`src/rtl/coeff_sequencer.sv`:
```
// Coefficient sequencer: replays a loaded coefficient FIFO once per operand,
// hiding FIFO read latency behind a small skid buffer in front of the MAC.
module coeff_sequencer #(
   parameter int RAM_WIDTH  = 32,
   parameter int ADDR_LINES = 4,
   parameter int READ_LAT   = 1
) (
   input  logic                  clk_i,
   input  logic                  rstn_i,
   input  logic                  load_done_i,
   input  logic [ADDR_LINES:0]   ncoeff_i,
   input  logic                  fifo_empty_i,
   input  logic [RAM_WIDTH-1:0]  fifo_data_i,
   output logic                  fifo_rd_en_o,
   output logic                  fifo_redo_o,
   input  logic                  x_valid_i,
   input  logic [RAM_WIDTH-1:0]  x_i,
   output logic                  x_ready_o,
   input  logic                  mac_ready_i,
   output logic                  coeff_valid_o,
   output logic [RAM_WIDTH-1:0]  coeff_o,
   output logic [RAM_WIDTH-1:0]  x_o,
   output logic                  coeff_first_o,
   output logic                  coeff_last_o,
   output logic                  done_o,
   output logic                  err_o
);

   localparam int CW    = ADDR_LINES + 1;
   localparam int DEPTH = READ_LAT + 1;
   localparam int PW    = $clog2(DEPTH);
   localparam int OW    = $clog2(DEPTH + 1);

   localparam logic [CW-1:0] MAXN  = CW'(1 << ADDR_LINES);
   localparam logic [PW-1:0] PLAST = PW'(DEPTH - 1);
   localparam logic [OW:0]   ROOM  = (OW + 1)'(DEPTH);

   typedef enum logic [2:0] {
      IDLE,
      ARMED,
      ISSUE,
      DRAIN,
      REWIND
   } state_t;

   state_t               state;
   logic [CW-1:0]        cnt;
   logic [CW-1:0]        issued;
   logic [CW-1:0]        beat;
   logic [READ_LAT-1:0]  pipe;
   logic [READ_LAT-1:0]  pipe_nx;
   logic [OW-1:0]        infl;
   logic [OW-1:0]        occ;
   logic [PW-1:0]        wr_ptr;
   logic [PW-1:0]        rd_ptr;
   logic [RAM_WIDTH-1:0] mem [DEPTH];
   logic [RAM_WIDTH-1:0] x_q;
   logic                 err_q;
   logic                 done_q;
   logic                 redo_q;
   logic                 xrdy_q;

   logic                 push;
   logic                 pop;
   logic                 rd_en;
   logic                 load_ok;
   logic                 last_beat;
   logic [OW:0]          pend;

   function automatic logic [PW-1:0] nxt(input logic [PW-1:0] p);
      return (p == PLAST) ? '0 : p + 1'b1;
   endfunction

   // Bit i set = a read issued i+1 cycles ago; the MSB lands this cycle.
   always_comb begin
      pipe_nx    = pipe << 1;
      pipe_nx[0] = rd_en;
   end

   assign push      = pipe[READ_LAT-1];
   assign pop       = (occ != '0) && mac_ready_i;
   // Credit the beat leaving this cycle so a full-rate stream never bubbles.
   assign pend      = {1'b0, infl} + {1'b0, occ} - {{OW{1'b0}}, pop};
   assign rd_en     = (state == ISSUE) && (issued < cnt) && (pend < ROOM);
   assign load_ok   = (ncoeff_i != '0) && (ncoeff_i <= MAXN) && !fifo_empty_i;
   assign last_beat = pop && (beat == cnt - 1'b1);

   assign fifo_rd_en_o  = rd_en;
   assign fifo_redo_o   = redo_q;
   assign x_ready_o     = xrdy_q;
   assign coeff_valid_o = (occ != '0);
   assign coeff_o       = mem[rd_ptr];
   assign x_o           = x_q;
   assign coeff_first_o = coeff_valid_o && (beat == '0);
   assign coeff_last_o  = coeff_valid_o && (beat == cnt - 1'b1);
   assign done_o        = done_q;
   assign err_o         = err_q;

   always_ff @(posedge clk_i or negedge rstn_i) begin
      if (!rstn_i) begin
         state  <= IDLE;
         cnt    <= '0;
         issued <= '0;
         beat   <= '0;
         pipe   <= '0;
         infl   <= '0;
         occ    <= '0;
         wr_ptr <= '0;
         rd_ptr <= '0;
         for (int i = 0; i < DEPTH; i++) begin
            mem[i] <= '0;
         end
         x_q    <= '0;
         err_q  <= 1'b0;
         done_q <= 1'b0;
         redo_q <= 1'b0;
         xrdy_q <= 1'b0;
      end else begin
         pipe <= pipe_nx;
         infl <= infl + OW'(rd_en) - OW'(push);
         occ  <= occ + OW'(push) - OW'(pop);
         if (push) begin
            mem[wr_ptr] <= fifo_data_i;
            wr_ptr      <= nxt(wr_ptr);
         end
         if (pop) begin
            rd_ptr <= nxt(rd_ptr);
            beat   <= beat + 1'b1;
         end
         if (rd_en) begin
            issued <= issued + 1'b1;
         end
         done_q <= 1'b0;
         redo_q <= 1'b0;
         if (load_done_i && ((state != IDLE) || !load_ok)) begin
            err_q <= 1'b1;
         end
         unique case (state)
            IDLE: begin
               if (load_done_i && load_ok) begin
                  cnt    <= ncoeff_i;
                  xrdy_q <= 1'b1;
                  state  <= ARMED;
               end
            end
            ARMED: begin
               if (x_valid_i) begin
                  x_q    <= x_i;
                  xrdy_q <= 1'b0;
                  state  <= ISSUE;
               end
            end
            ISSUE: begin
               if (rd_en && (issued == cnt - 1'b1)) begin
                  state <= DRAIN;
               end
            end
            DRAIN: begin
               if (last_beat) begin
                  done_q <= 1'b1;
                  redo_q <= 1'b1;
                  state  <= REWIND;
               end
            end
            REWIND: begin
               issued <= '0;
               beat   <= '0;
               xrdy_q <= 1'b1;
               state  <= ARMED;
            end
            default: state <= IDLE;
         endcase
      end
   end

endmodule
```
`config.mk`:
```
export PLATFORM = sky130hd
export DESIGN_NAME = coeff_sequencer
export DESIGN_NICKNAME = d
export VERILOG_FILES = /design/src/rtl/coeff_sequencer.sv
export SDC_FILE = /design/constraint.sdc
export NUM_CORES = 1
export LEC_CHECK = 0
export BUFFER_PORTS_ARGS = -buffer_cell sky130_fd_sc_hd__buf_4
export CAP_MARGIN = 15
export CORE_AREA = 3 3 143 145
export DETAILED_ROUTE_END_ITERATION = 7
export DIE_AREA = 0 0 146 148
export GPL_TIMING_DRIVEN = 0
export HOLD_SLACK_MARGIN = 0.1
export PLACE_DENSITY = 0.53
export SYNTH_ARGS = -nofsm -noshare
export SYNTH_HDL_FRONTEND = slang
export SYNTH_SLANG_ARGS = --single-unit
```
`constraint.sdc`:
```
create_clock -name clk_i -period 4 [get_ports clk_i]
set_input_delay 0.6 -clock clk_i [delete_from_list [all_inputs] [get_ports clk_i]]
set_output_delay 0.6 -clock clk_i [all_outputs]
set_load 0.02 [all_outputs]
```
==> out/results.tsv <==
metric	value	unit
reg2reg start	occ[1]$_DFF_PN0_	
Pre-antenna DRT Iters	4	
vias in the first global route	4109	
worst hold-check path type	input pin to register	
Crit-path slowest cell	dfrtp_1	
Filler cells	1829	
hold path start	x_i[7]	
Final setup viols	0	
via count	3835	
simple-gate share of the synthesized area	6.391	%
Slew Viols, Final	0	
CP Class	register to output port	
H-tree Lvls	4	
Worst EP arrival	3.09	ns
CTS Buf Count	17	
Core Footprint	19330	sq um
startpoint types	register	
R2R depth	13	
worst-case vdd ir drop	0.3098	mV
Max Cap Violations	0	
CTS Sinks	124	
worst-margin pin slew	0.6509	ns
unrepaired setup endpoints after global routing	no	
Synth Area in Compound Gates	2.539	%
drt total wl	12.64	mm
gpl congestion	0.7223	
final hold violations	0	
multiplexer area fraction after synthesis	26.72	%
FF+latch count, synth	124	
Post-synth EDFFs	0	
Worst Setup End Kind	output port	
Max Freq	270.8	MHz
die width	146	um
Crit. Startpoint	occ[1]$_DFF_PN0_	
cell row count	51	
Starting Density	29.57	%
mapped cell area	5717	sq um
fraction of final layout cells sized beyond drive strength 1	49.41	%
WP buf/inv	2	
WP data required	3.40	ns
Worst slew margin	56.61	%
IO Port Bufs	146	
ant diodes	0	
post-synthesis xor/xnor area fraction	3.808	%
P per Cell Area	883.9	nW/um^2
total track usage	12.13	%
Final min period	3.693	ns
via density per instance	4.449	
Net Count, Synth	507	
# DRC	0	
die height	148	um
initial DRC count	119	
Async S/R FF share, synth	100.0	%
antenna violations before repair	0	
clock-pin slew on the worst setup and hold paths	0.06	ns
Main synth FF type	dfrtp_1	
largest family of logic cells by synthesized area	multiplexers	
Layout area overhead	37.27	%
Mapped Cells	417	
CP max FO	8	
hold depth	2	
CTS tree	yes	
delay-heaviest family, CP	simple AND/OR/NAND/NOR gates	
clk_lat worst skew	0.41	ns
Netlist cell types	50	
root buf cell	clkbuf_16	
global-route wire length before repair	21.01	mm
status	finished clean	
Final period util	92.33	%
grt ovf	0	
CP max stage delay	0.40	ns
die area	21610	sq um
clock buffer depth	2	
Static Leak	3.678	nW
clk_skew	0.01088	ns
worst path cell trace	or2_4, and2_2, ha_1, inv_1, nand2_1, fa_1, a22oi_1, o2111ai_2, nor3_4, buf_4	
Crit path depth	10	
Syn Area/Cell	13.71	sq um
Fin Setup TNS	0	ns
mean routed wirelength per cell	14.66	um
largest net degree at the start of global routing	85	
adder-cell share of the synthesized area	3.414	%
Detail Placement HPWL	9.202	mm
register area share after synthesis	54.28	%
# nets final	674	
post-route ant nets	0	
WHS	0.4001	ns
total number of yosys warnings	0	
IO Pins	147	
## synthesized netlist by cell type (2+ instances only)
| cell | n | share of area (%) |
|---|---|---|
| nand2_1 | 10 | 0.66 |
| nor2b_1 | 2 | 0.22 |
| a21o_1 | 2 | 0.26 |
| and4_1 | 2 | 0.31 |
| inv_1 | 15 | 0.98 |
| and2_1 | 2 | 0.22 |
| dfrtp_1 | 124 | 54 |
| buf_1 | 3 | 0.20 |
| clkbuf_1 | 11 | 0.72 |
| nor3_1 | 2 | 0.18 |
| nand2b_1 | 5 | 0.55 |
| buf_2 | 7 | 0.61 |
| nor3b_1 | 2 | 0.26 |
| and3_1 | 4 | 0.44 |
| xnor2_1 | 14 | 2.1 |
| mux2_2 | 96 | 19 |
| xor2_1 | 9 | 1.4 |
| mux2_1 | 37 | 7.3 |
| a21oi_1 | 4 | 0.35 |
| mux2i_1 | 3 | 0.53 |
| nor4_1 | 2 | 0.22 |
| nor2_1 | 16 | 1.1 |
| nand3b_1 | 2 | 0.26 |
| nand4_1 | 4 | 0.44 |
| ha_1 | 14 | 3.1 |
## state kept, by name (all words and copies together) (netlist names)
signal / cells
beat: 5
err_o: 1
mem: 64
x_ready_o: 1
x_o: 32
fifo_redo_o: 1
state: 3
cnt: 5
pipe: 1
rd_ptr: 1
issued: 5
occ: 2
wr_ptr: 1
infl: 2
## power by group
part           leakage [nW]  internal, mW  switching [mW]
combinational          1.86          1.57            1.53
clock                 0.311          1.08           0.576
sequential             1.51          1.84           0.333
## per-stage QoR
stage / std cells / setup slack (ns) / utilization [%] / cell area (sq um) / power, mW
floorplan: 417 / 0.6467 / - / 5717 / 4.177
CTS: 862 / 0.08889 / 40.54 / 7838 / 7.027
global placement: 828 / 0.2162 / 36.95 / 7144 / 5.225
finish: 862 / 0.3068 / 40.59 / 7848 / 6.936
detailed placement: 829 / 0.1446 / 37.11 / 7176 / 5.318
global route: 862 / 0.09016 / 40.59 / 7848 / 7.397
## layer usage
layer | global-route usage, % | wire length [um] | share of wire [%]
met2 | 19.75 | 6166 | 49
met4 | 4.563 | 223 | 1.8
met3 | 3.863 | 554 | 4.4
met5 | 0 | 0 | 0
met1 | 15.18 | 5696 | 45
## cells in the final DEF (no fill, tap or decap), types with 5 or more instances in the layout
master	instances
buf_2	7
buf_4	147
clkbuf_1	11
clkbuf_16	17
dfrtp_1	124
ha_1	14
inv_1	15
mux2_1	37
mux2_2	96
nand2_1	10
nand2b_1	5
nor2_1	16
xnor2_1	14
xor2_1	9
## cell families after synthesis
| family | after synthesis |
|---|---|
| and+or+nand+nor | 62 |
| AOI/OAI and AO/OA | 18 |
| buffers and inverters | 38 |
| DFF | 124 |
| muxes | 136 |
| adders and majority gates | 15 |
| xor gates and xnor gates | 24 |
## layout make-up
cell class	instances	area, sq um	area share [%]
flip-flops and latches	124	3103	39.54
multi-input cells	255	2467	31.44
repair buffers	149	1145	14.59
clock buffers	20	456.7	5.820
well taps	265	331.6	4.225
clock inverters	12	185.2	2.360
plain buffers	22	102.6	1.307
inverters	15	56.30	0.7175
## worst register-to-register path, cell delays in order, from the launching register on
cell,delay (ns)
dfrtp_1,0.40
or2_4,0.31
and2_2,0.29
ha_1,0.30
inv_1,0.07
nand2_1,0.06
fa_1,0.40
a22oi_1,0.19
o2111ai_2,0.22
nor3_4,0.28
buf_4,0.20
ha_1,0.17
xnor2_1,0.13
xnor2_1,0.14
## repair_timing
action,in CTS,in global routing
endpoints found under the setup margin,1,1
endpoints found under the hold margin,18,0
pin swaps,1,0
hold buffers,1,0
setup buffers,1,0
gates resized for setup,1,3
## worst paths after layout
path,end,slack (ns)
worst max-delay path,fifo_rd_en_o,0.31
worst min-delay path,x_o[7]$_DFFE_PN0P_,0.40
worst max register to register,infl[1]$_DFF_PN0_,0.79
worst min register to register,err_o$_DFFE_PN0P_,0.47
max in group asynchronous,err_o$_DFFE_PN0P_,2.58
min in group asynchronous,mem[13]$_DFFE_PN0P_,0.68
No activity file was read; power rests on OpenSTA's default activity.
